[config.mk]
export PLATFORM = sky130hd
export DESIGN_NAME = rc_osc_freq_meter
export DESIGN_NICKNAME = d
export VERILOG_FILES = /design/src/rtl/rc_osc_pkg.sv /design/src/rtl/rc_osc_sync_edge.sv /design/src/rtl/rc_osc_freq_meter.sv
export SDC_FILE = /design/constraint.sdc
export NUM_CORES = 1
export LEC_CHECK = 0
export ABC_AREA = 1
export CAP_MARGIN = 20
export CORE_MARGIN = 3
export CORE_UTILIZATION = 30
export DETAILED_ROUTE_END_ITERATION = 8
export PLACE_DENSITY_LB_ADDON = 0.25
export SLEW_MARGIN = 20
export SYNTH_ARGS = -nofsm -noshare
export SYNTH_HDL_FRONTEND = slang
export SYNTH_HIERARCHICAL = 1
export SYNTH_SLANG_ARGS = --single-unit
[constraint.sdc]
create_clock -name clk -period 8.23 [get_ports clk]
set_clock_uncertainty 0.2 [all_clocks]
set_input_delay 1.646 -clock clk [delete_from_list [all_inputs] [get_ports clk]]
set_output_delay 1.646 -clock clk [all_outputs]
set_load 0.1 [all_outputs]
[src/rtl/rc_osc_pkg.sv]
// Shared definitions for the RC oscillator frequency meter: FSM state
// encoding and default parameter values.
package rc_osc_pkg;

  typedef enum logic [1:0] {
    IDLE    = 2'd0,
    SETTLE  = 2'd1,
    MEASURE = 2'd2,
    DONE    = 2'd3
  } state_t;

  localparam int unsigned CNT_W_DEF         = 16;
  localparam int unsigned WIN_W_DEF         = 20;
  localparam int unsigned SETTLE_CYCLES_DEF = 1024;

endpackage

[src/rtl/rc_osc_sync_edge.sv]
// Synchronizes the asynchronous oscillator output into clk and flags rising
// edges; a synchronous clear holds every flop at 0 while the oscillator is off.
module rc_osc_sync_edge #(
  parameter int unsigned SYNC_STAGES = 2
) (
  input  logic clk,
  input  logic rst_n,
  input  logic clr,
  input  logic din,
  output logic rise
);

  logic [SYNC_STAGES-1:0] sync_q;
  logic                   prev_q;

  always_ff @(posedge clk or negedge rst_n) begin
    if (!rst_n) begin
      sync_q <= '0;
      prev_q <= 1'b0;
    end else if (clr) begin
      sync_q <= '0;
      prev_q <= 1'b0;
    end else begin
      sync_q <= {sync_q[SYNC_STAGES-2:0], din};
      prev_q <= sync_q[SYNC_STAGES-1];
    end
  end

  assign rise = sync_q[SYNC_STAGES-1] & ~prev_q;

endmodule

[src/rtl/rc_osc_freq_meter.sv]
// Enables the RC oscillator, optionally lets it settle, then counts its rising
// edges over a programmable window of clk cycles and reports count/range flags.
module rc_osc_freq_meter
  import rc_osc_pkg::*;
#(
  parameter int unsigned CNT_W         = CNT_W_DEF,
  parameter int unsigned WIN_W         = WIN_W_DEF,
  parameter int unsigned SETTLE_CYCLES = SETTLE_CYCLES_DEF,
  parameter int unsigned SYNC_STAGES   = 2
) (
  input  logic             clk,
  input  logic             rst_n,
  input  logic             start,
  input  logic             abort,
  input  logic             keep_on,
  input  logic [WIN_W-1:0] win_cycles,
  input  logic [CNT_W-1:0] lo_thresh,
  input  logic [CNT_W-1:0] hi_thresh,
  input  logic             osc_dout,
  output logic             osc_ena,
  output logic             busy,
  output logic             done,
  output logic [CNT_W-1:0] count,
  output logic             overflow,
  output logic             in_range
);

  localparam int unsigned SET_W = (SETTLE_CYCLES > 1) ? $clog2(SETTLE_CYCLES) : 1;
  localparam logic [SET_W-1:0] SET_LOAD = SET_W'(SETTLE_CYCLES - 1);

  state_t           state_q, state_d;
  logic [SET_W-1:0] scnt_q;
  logic [WIN_W-1:0] wcnt_q, win_q, win_eff;
  logic [CNT_W-1:0] lo_q, hi_q, lo_eff, hi_eff;
  logic [CNT_W-1:0] ecnt_q, ecnt_d;
  logic             ovf_q, ovf_d;
  logic             rise, accept, enter_meas, enter_done;

  rc_osc_sync_edge #(.SYNC_STAGES(SYNC_STAGES)) u_sync (
    .clk  (clk),
    .rst_n(rst_n),
    .clr  (~osc_ena),
    .din  (osc_dout),
    .rise (rise)
  );

  // On the accepting cycle the captured copies are not loaded yet, so the
  // live inputs feed any same-cycle jump straight into MEASURE or DONE.
  always_comb begin
    accept  = (state_q == IDLE) && start;
    win_eff = accept ? win_cycles : win_q;
    lo_eff  = accept ? lo_thresh  : lo_q;
    hi_eff  = accept ? hi_thresh  : hi_q;

    state_d = state_q;
    unique case (state_q)
      IDLE: begin
        if (start) begin
          if (SETTLE_CYCLES == 0) state_d = (win_eff == '0) ? DONE : MEASURE;
          else                    state_d = SETTLE;
        end
      end
      SETTLE: begin
        if (abort)                state_d = IDLE;
        else if (scnt_q == '0)    state_d = (win_q == '0) ? DONE : MEASURE;
      end
      MEASURE: begin
        if (abort)                state_d = IDLE;
        else if (wcnt_q == '0)    state_d = DONE;
      end
      DONE:    state_d = IDLE;
      default: state_d = IDLE;
    endcase

    enter_meas = (state_d == MEASURE) && (state_q != MEASURE);
    enter_done = (state_d == DONE) && (state_q != DONE);

    ecnt_d = ecnt_q;
    ovf_d  = ovf_q;
    if ((state_q == IDLE) || (state_q == SETTLE)) begin
      ecnt_d = '0;
      ovf_d  = 1'b0;
    end else if ((state_q == MEASURE) && rise) begin
      if (&ecnt_q) ovf_d  = 1'b1;
      else         ecnt_d = ecnt_q + 1'b1;
    end
  end

  always_ff @(posedge clk or negedge rst_n) begin
    if (!rst_n) begin
      state_q  <= IDLE;
      scnt_q   <= '0;
      wcnt_q   <= '0;
      win_q    <= '0;
      lo_q     <= '0;
      hi_q     <= '0;
      ecnt_q   <= '0;
      ovf_q    <= 1'b0;
      osc_ena  <= 1'b0;
      done     <= 1'b0;
      count    <= '0;
      overflow <= 1'b0;
      in_range <= 1'b0;
    end else begin
      state_q <= state_d;
      ecnt_q  <= ecnt_d;
      ovf_q   <= ovf_d;

      if (accept) begin
        win_q  <= win_cycles;
        lo_q   <= lo_thresh;
        hi_q   <= hi_thresh;
        scnt_q <= SET_LOAD;
      end else if (state_q == SETTLE) begin
        scnt_q <= scnt_q - 1'b1;
      end

      if (enter_meas)              wcnt_q <= win_eff - 1'b1;
      else if (state_q == MEASURE) wcnt_q <= wcnt_q - 1'b1;

      if (accept)
        osc_ena <= 1'b1;
      else if (abort && ((state_q == SETTLE) || (state_q == MEASURE)))
        osc_ena <= 1'b0;
      else if ((state_q == DONE) && !keep_on)
        osc_ena <= 1'b0;

      done <= enter_done;
      if (enter_done) begin
        count    <= ecnt_d;
        overflow <= ovf_d;
        in_range <= !ovf_d && (lo_eff <= ecnt_d) && (ecnt_d <= hi_eff);
      end
    end
  end

  assign busy = (state_q != IDLE);

endmodule
==> results.md, run 1 <==
* Status: completed
* Die W at 162 um
* Final instance area at 8910 um2
* Crit path launch type: input pin
* CTS root buffer: clkbuf_16
* Number of max-cap violations at 0
* Met2 Use GR at 24.0%
* Max Buffers Root-to-Sink at 2
* Rows at 56
* Global routing's busiest layer: met2
* FMAX at 214 MHz
* Commonest non-fill, non-tap cells in the layout: 263 x nand2_1, 124 x inv_1, 124 x dfrtp_1
* Initial drt markers at 360
* Distinct cells, synth at 46
* Sink Count at 124
* Number of max-slew violations in the final report at 0
* CTS H-Tree Depth at 4
* Leakage power at 4.13 nW
* Syn_area_per_cell at 7.60 um2
* Commonest non-fill, non-tap cell in the layout: nand2_1
* First-pass DRT Iterations at 5
* TritonCTS clock tree: yes
* Worst setup path class: input pin to flop
* Peak VDD IR at about 0.19 mV
* Final Cycle Share at 56.7%
* TNS Setup at 0 ps
* Dpl hpwl at 13,400 um
* Power Total at 2.20 mW
* Mapped Area at 7270 um2
* Yosys warns at 6
* Met1 Track Usage GR at 20.8%
* Share of layout cells above drive strength 1 at between 10% and 20%
* Total core area at 23,600 um2
* Vias in the first global route at 6,200
* Clock slew at reported path FFs at 60 ps
* Yosys reg bits at roughly 120
* Antenna-violating nets left at 0
* Register area share after synthesis at 42.7%
* Hold crit path type: flop to flop
* Num CTS Buffers at 17
* Die Span Y at 162 um
* Antenna Cells at 0
* Slew @ Worst Pin at 977 ps
* Resize count post-CTS at 0
* DRC Markers at 0
* Largest net degree at the start of global routing at 70
* Drt total wl at 18,800 um
* DR vias/cell at 4.53
* Post-synth EDFFs at 0
* GR Overflow Total at 0
* Power Dens Cells at 247 nW/um2
* # IOs at 79
* CTS Hold Buffers Added at 0
* Req. time, crit path at 8340 ps
* Postcts setup bufs at 0
* First-pass GRT wire length at around 32,000 um
* Clk Latency, worst-skew pair at 420 ps
* Relative slew slack at 34.7%
* GR Util met3 at 3.03%
* Initial Util at approximately 30%
* Antenna violations before repair at 0
* Asr flop ratio synth at 100%
* Syn Inst Count at 956
* Avg WL per Cell at 13.8 um
* GRT Total Usage at 15.0%
* Final #Nets at 1,126
* Worst Path Arrival at 4780 ps
* Post-synthesis net count at 1,054
* I/O Buffers at 78
* Crit. End Element: flop
* Area delta synth->final at 22.5%
* Die area at 26,100 um2
* Primary FF master, synth: dfrtp_1
* Placer Congestion at 0.816
* Setup Viol. Count Final at 0
* Core Util, Final at 37.7%
* Area of placed instances at 8330 um2
* Hold Fails Final Rpt at 0
* Vias at 6,155
* RSZ-0062 raised after global routing: false
* Crit path time final at about 4700 ps
* Critical Path Fanout Max at 33
layer usage:
layer	routed length [um]	part of all wire (%)
met1	9270	49
met2	8680	46
met3	601	3.2
met4	214	1.1
met5	0	0
metrics by stage:
step | cells | hold WS (ps) | setup slack (ps)
3_5_place_dp | 1328 | 265 | 3080
6_report | 1360 | 280 | 3560
3_3_place_gp | 1328 | 268 | 3040
5_1_grt | 1360 | 294 | 3130
4_1_cts | 1360 | 284 | 3520
2_1_floorplan | 956 | 234 | 3980
kinds of logic after synthesis:
logic type      Yosys count  synth area share (%)
compound gates          127                  9.83
xor+xnor                  5                 0.602
fa+ha+maj                40                  6.89
buf+inv                 164                  9.07
flops                   124                  42.7
mux                       1                 0.138
simple gates            495                  30.8
power breakdown:
part | leakage (nW) | internal (mW) | switching [mW]
logic | 2.37 | 0.232 | 0.419
clock network | 0.271 | 0.426 | 0.315
registers | 1.49 | 0.754 | 0.0503
total | 4.13 | 1.41 | 0.785
cells in the mapped netlist (5+ instances only):
library cell / instances / share of area [%]
ha_1: 40 / 6.9
nand4_1: 37 / 3.2
buf_2: 5 / 0.34
nand2_1: 263 / 14
o21ai_0: 70 / 4.8
or2_2: 29 / 2.5
dfrtp_1: 124 / 43
a21oi_1: 22 / 1.5
nor2_1: 81 / 4.2
nand2_2: 11 / 0.95
clkbuf_1: 20 / 1.0
nand3_1: 45 / 3.1
nor3_1: 6 / 0.41
inv_2: 8 / 0.41
a31oi_1: 5 / 0.43
nor2_2: 7 / 0.60
inv_1: 124 / 6.4
o21ai_1: 12 / 0.83
nor2_4: 5 / 0.77
state kept, by name, indices dropped and copies added, names as in the netlist, 2 cells and up:
| register | cells |
|---|---|
| wcnt_q | 20 |
| win_q | 20 |
| count | 16 |
| ecnt_q | 16 |
| hi_q | 16 |
| lo_q | 16 |
| scnt_q | 10 |
| state_q | 2 |
| u_sync/sync_q | 2 |
layout make-up:
| class | count | area (um2) |
|---|---|---|
| well taps | 319 | 399 |
| clock inverters | 15 | 150 |
| clock buffers | 17 | 425 |
| multi-input cells | 668 | 3510 |
| flip-flops and latches | 124 | 3100 |
| fillers | 2467 | 14700 |
| inverters | 133 | 499 |
| repair buffers | 84 | 823 |
critical path: stages:
cell             delay (ps)
clkdlybuf4s50_1         460
o21ai_0                 180
inv_1                    90
a21oi_4                 650
nand3_4                 570
nand2_1                 190
nand2_1                 120
ha_1                    220
nand2_1                 160
nor2_4                   70
nand2_2                 110
inv_1                    80
nand3_1                  70
nand2_1                  50
nand2_1                  50
nand2_1                  50
worst paths after layout:
check / start / endpoint / slack [ps] / cells past startpoint
min in group asynchronous: rst_n / u_sync/sync_q[0]$_DFF_PN0_ / 1170 / 1
max in group asynchronous: rst_n / hi_q[11]$_DFF_PN0_ / 5350 / 2
worst max register to register: state_q[0]$_DFF_PN0_ / in_range$_DFFE_PN0P_ / 4240 / 16
worst min register to register: u_sync/sync_q[0]$_DFF_PN0_ / u_sync/sync_q[1]$_DFF_PN0_ / 280 / 2
worst min-delay path: u_sync/sync_q[0]$_DFF_PN0_ / u_sync/sync_q[1]$_DFF_PN0_ / 280 / 2
worst max-delay path: start / wcnt_q[16]$_DFFE_PN0P_ / 3560 / 16
Note: power is estimated with default switching activity, not from simulation.
==> inputs of run 2 (changes only) <==
- clock period: 8.23 -> 4.44 ns (I/O delays scaled with it)
==> run 2 against run 1 <==
Against the previous run: clock power is 94% higher; highest routed layer unchanged; critical endpoint is now in_range$_DFFE_PN0P_; via count is 0.70% higher; flip-flop and latch count stayed put; sequential share of layout area shrank 0.39 points.
==> results.md, run 2 (synthesis gave the netlist of run 1 again) <==
* Status: completed
* GRT Total Usage at 15.0%
* Layout Cells excl Fill at 1,367
* Sw frac at approximately a third
* Relative slew slack at 34.4%
* Req. time, crit path at ~4600 ps
* Antenna violations before repair at 0
* Setup crit start: ecnt_q[1]$_DFF_PN0_
* Placer Congestion at 0.827
* Postcts setup bufs at 0
* Largest registers: wcnt_q: 20 flops, win_q: 20 flops
* Critical Path Fanout Max at 8
* DR vias/cell at 4.53
* I/O Buffers at 78
* Antenna-violating nets left at 0
* Die W at 162 um
* Placed cells at about 1,300
* First-pass DRT Iterations at 4
* Hold Startpoint: u_sync/sync_q[0]$_DFF_PN0_
* Sw Pwr at about 1.4 mW
* TNS Setup at 0 ps
* Clk Latency, worst-skew pair at between 400 and 500 ps
* Max Buffers Root-to-Sink at 2
* DRC Markers at 0
* Vias in the first global route at about 6,300
* Dpl hpwl at roughly 14,000 um
* Area delta synth->final at 23.9%
* Power Total at ~4.2 mW
* Sequential power share at 35.8%
* Flop-to-flop setup slack at roughly 750 ps
* Vias at 6,198
* Commonest non-fill, non-tap cells in the layout: 263 x nand2_1, 124 x inv_1, 124 x dfrtp_1
* Drt total wl at 18,800 um
* Setup Viol. Count Final at 0
* TritonCTS clock tree: yes
* Int Power at 2.75 mW
* Die area at 26,100 um2
* CTS H-Tree Depth at 4
* RR Startpoint: ecnt_q[1]$_DFF_PN0_
* Power Dens Cells at 463 nW/um2
* FILL cells at 2,489
* Crit path time final at 3690 ps
* Clock slew at reported path FFs at 60 ps
* GR Overflow Total at 0
* Avg WL per Cell at 13.7 um
* First-pass GRT wire length at 31,500 um
* Combinational Power Share at 29.6%
* Commonest non-fill, non-tap cell in the layout: nand2_1
* Resize count post-CTS at 0
* Worst reg2reg path depth at 19
* Clock share of power at roughly a third
* Leakage power at around 4.2 nW
* Initial Util at 30.8%
* Die Span Y at around 160 um
* Hold depth at 2
* Initial drt markers at 301
* Hold Fails Final Rpt at 0
* Final Hold Slack at 267 ps
* WHS Endpoint: u_sync/sync_q[1]$_DFF_PN0_
* Share of layout cells above drive strength 1 at 11.2%
* FMAX at 271 MHz
* Crit path launch type: flop
* Rows at 56
* Antenna Cells at 0
* Number of max-cap violations at 0
* Worst setup path class: flop to flop
* Final Cycle Share at 83.1%
* Total core area at around 24,000 um2
* Peak VDD IR at 0.240 mV
* RSZ-0062 raised after global routing: false
* Slew @ Worst Pin at 981 ps
* Sink Count at 124
* CTS root buffer: clkbuf_16
* CTS Hold Buffers Added at 0
* Reg-to-reg endpoint: in_range$_DFFE_PN0P_
* Largest net degree at the start of global routing at between 70 and 80
* Number of max-slew violations in the final report at 0
* Worst Path Arrival at 3810 ps
* Final #Nets at roughly 1,100
* Hold crit path type: flop to flop
* Crit. End Element: flop
* # IOs at 79
* Num CTS Buffers at 17
-- run 2: changes by cell type in the layout (fill, tap and decap cells not counted), sizes merged --
cell    before  now
inv        142  135
bufinv       1    3
buf          7   15
clkbuf      17   18
clkinv       1    4
-- run 2: critical path, stage by stage, from the launching register on --
cell     delay, ps
dfrtp_1        370
ha_1           170
nand2_1        120
nor4_1         180
nand4_1        230
nor3_2         260
nor2_2          70
inv_2          130
nor2_1          90
nand3_1         90
o21ai_0         70
a21oi_1        300
inv_1          110
ha_1           290
nand2_1         60
nor4_1         390
nand2_1         90
o21ai_0        100
nand2_1         70
o31ai_1        200
-- run 2: how the worst max path moves through the flow --
stage	end	slack, ps	cells past startpoint
after CTS	in_range$_DFFE_PN0P_	720	19
after detailed placement	in_range$_DFFE_PN0P_	500	15
after global placement	in_range$_DFFE_PN0P_	610	12
after floorplan	in_range$_DFFE_PN0P_	950	17
after global routing	in_range$_DFFE_PN0P_	440	19
final	in_range$_DFFE_PN0P_	750	19
-- run 2: layout make-up --
class,instances,area (um2),share of cell area (%)
Multi-Input combinational cell,668,3510,38.9
Sequential cell,124,3100,34.4
Timing Repair Buffer,92,896,9.95
Inverter,133,499,5.54
Clock buffer,18,439,4.88
Tap cell,319,399,4.43
Clock inverter,13,165,1.83
-- run 2: power by group through the flow --
| stage | Sequential, mW | Clock, mW | Combinational (mW) |
|---|---|---|---|
| after detailed placement | 1.51 | 0 | 1.24 |
| after floorplan | 1.51 | 0 | 0.883 |
| after CTS | 1.50 | 1.47 | 1.25 |
| after global placement | 1.51 | 0 | 1.22 |
| after global routing | 1.52 | 1.52 | 1.43 |
| final | 1.49 | 1.44 | 1.23 |
-- run 2: per-layer routing --
layer  up-vias  GRT usage (%)  share of wire (%)
li1       3226              -                  -
met5         -              0                  0
met4         0           4.85                1.3
met3        16           2.88                3.5
met2       108           24.2                 46
met1      2848           20.2                 49
-- run 2: metrics by stage --
| step | cell area [um2] | util (%) | setup WS [ps] |
|---|---|---|---|
| floorplan | 7270 | - | 952 |
| global placement | 8400 | 35.6 | 613 |
| detailed placement | 8400 | 35.6 | 503 |
| CTS | 9010 | 38.1 | 715 |
| global route | 9010 | 38.1 | 437 |
| finish | 9010 | 38.1 | 750 |
==> inputs of run 3 (changes only) <==
- clock period: 4.44 -> 3.3 ns (I/O delays scaled with it)
==> run 3 against run 2 <==
Against the previous run: global-route usage is 0.29 points higher; routed wire length is 3.0% higher; the flow now finishes with violations (negative setup slack); via count is 5.9% higher; die area stayed put; sequential share of layout area is 2.6 points lower.
==> results.md, run 3 (synthesis gave the netlist of run 1 again) <==
* Status: finished with violations
* Failing checks: negative setup slack
* CTS root buffer: clkbuf_16
* Max Buffers Root-to-Sink at 2
* Worst reg2reg path depth at 19
* Antenna Cells at 0
* TritonCTS clock tree: yes
* Crit path launch type: flop
* Sink Count at 124
* Worst setup path class: flop to flop
* RSZ-0062 raised after global routing: true
* Leakage power at 4.62 nW
* Initial drt markers at roughly 300
* # IOs at 79
* Drt total wl at a little under 20,000 um
* First-pass DRT Iterations at 5
* Clock slew at reported path FFs at 60 ps
* DR vias/cell at 4.54
* Number of max-cap violations at 0
* Largest registers: wcnt_q: 20 flops, win_q: 20 flops
* Die Span Y at between 150 and 200 um
* Vias in the first global route at 6,357
* CTS H-Tree Depth at 4
* Peak VDD IR at 0.336 mV
* Crit path time final at 3440 ps
* Worst Path Arrival at ~3600 ps
* Final Hold Slack at between 200 and 300 ps
* Total core area at 23,600 um2
* First-pass GRT wire length at 32,000 um
* Setup Viol. Count Final at 1
* Sequential power share at a little over a third
* TNS Setup at -139 ps
* Sw Pwr at 2.05 mW
* Placer Congestion at ~0.86
* Vias at between 6,000 and 7,000
* Area delta synth->final at 34.2%
* Rows at 56
* Avg WL per Cell at between 10 and 15 um
* Antenna-violating nets left at 0
* Hold depth at 2
* Power Dens Cells at 589 nW/um2
* Dpl hpwl at 14,400 um
* Final Cycle Share at 104%
* Largest net degree at the start of global routing at 70
* Commonest non-fill, non-tap cell in the layout: nand2_1
* Setup ws final at -139 ps
* Critical Path Fanout Max at 7
* FMAX at 291 MHz
* Req. time, crit path at 3430 ps
* Crit. End Element: flop
* Initial Util at 30.8%
* Hold crit path type: flop to flop
* GR Overflow Total at 0
* Slew @ Worst Pin at about 460 ps
* Clock share of power at 30.8%
* Combinational Power Share at 34.4%
* Number of max-slew violations in the final report at 0
* I/O Buffers at 78
* Antenna violations before repair at 0
* Num CTS Buffers at 17
* Final #Nets at 1,213
* Sw frac at 35.7%
* Int Power at 3.69 mW
* Die W at 162 um
* Clk Latency, worst-skew pair at 430 ps
* Die area at 26,100 um2
* Core Util, Final at about two fifths
* Share of layout cells above drive strength 1 at 22.0%
* Relative slew slack at 69.5%
* GRT Total Usage at 15.2%
* FILL cells at 2,472
* Commonest non-fill, non-tap cells in the layout: 261 x nand2_1, 124 x dfrtp_1, 119 x inv_1
* DRC Markers at 0
* Hold Fails Final Rpt at 0
run 3: changes by cell type in the layout (fill, tap and decap cells not counted), moves of 4 or more:
cell             previous run  this run
inv_2                       8        13
clkdlybuf4s50_1            77        56
ha_1                       40        36
o21ai_0                    70        65
o21ai_1                    12        16
buf_4                      14       103
buf_12                      1         9
nor2_1                     81        75
inv_1                     124       119
nor2_2                      7        12
run 3: per-layer routing:
layer  part of all wire [%]  global-route usage (%)
met1                     50                    21.0
met2                     46                    24.5
met3                    3.1                    2.88
met4                    1.3                    4.50
met5                      0                       0
run 3: timing repair:
item / CTS / global route
pin swaps: 1 / 22
setup buffers: 0 / 12
setup endpoints to repair: 1 / 11
gates resized for setup: 4 / 36
hold buffers: 1 / 0
gates cloned: 0 / 0
hold endpoints to repair: 32 / 0
run 3: power groups by stage:
stage / clock [mW] / combinational (mW) / sequential [mW]
2_1_floorplan: 0 / 1.19 / 2.04
3_3_place_gp: 0 / 1.82 / 2.03
3_5_place_dp: 0 / 1.84 / 2.03
4_1_cts: 1.82 / 1.87 / 2.01
5_1_grt: 1.90 / 2.26 / 2.04
6_report: 1.77 / 1.97 / 2.00
run 3: final timing paths:
kind,startpoint,to,slack [ps]
setup reg to reg,ecnt_q[0]$_DFF_PN0_,in_range$_DFFE_PN0P_,-140
setup / recovery,ecnt_q[0]$_DFF_PN0_,in_range$_DFFE_PN0P_,-140
hold reg to reg,u_sync/sync_q[0]$_DFF_PN0_,u_sync/sync_q[1]$_DFF_PN0_,270
min in group asynchronous,rst_n,scnt_q[4]$_DFFE_PN0P_,560
hold / removal,u_sync/sync_q[0]$_DFF_PN0_,u_sync/sync_q[1]$_DFF_PN0_,270
max in group asynchronous,rst_n,wcnt_q[17]$_DFFE_PN0P_,1610
run 3: per-stage QoR:
stage / cells / cell area (um2) / setup WS (ps) / power, mW
floorplan: 956 / 7270 / 31.0 / 3.23
detailed placement: 1402 / 8950 / -125 / 3.88
CTS: 1435 / 9530 / -4.12 / 5.70
finish: 1447 / 9750 / -139 / 5.74
global placement: 1402 / 8950 / -82.5 / 3.85
global route: 1447 / 9750 / -340 / 6.19
run 3: layout make-up:
cell class	count	area [um2]	share of cell area (%)
timing repair buffer	171	1550	15.9
sequential	124	3100	31.8
clock buffer	17	425	4.36
multi-input combinational	668	3650	37.4
tap	319	399	4.09
clock inverter	15	130	1.33
inverter	133	499	5.12
run 3: worst max-delay path: stages (launching register included):
cell and delay [ps]:
dfrtp_1 350, ha_2 190, nand2_2 70, nor4_2 260, nand4_1 170, nor3_2 240, nor2_2 80, buf_4 170
nand3_1 60, nand3_1 180, ha_1 340, nand2_1 60, inv_1 50, nand3_1 70, nor4_2 280, buf_4 160
nand2_1 40, o21ai_1 80, nand2_1 90, o31ai_1 220
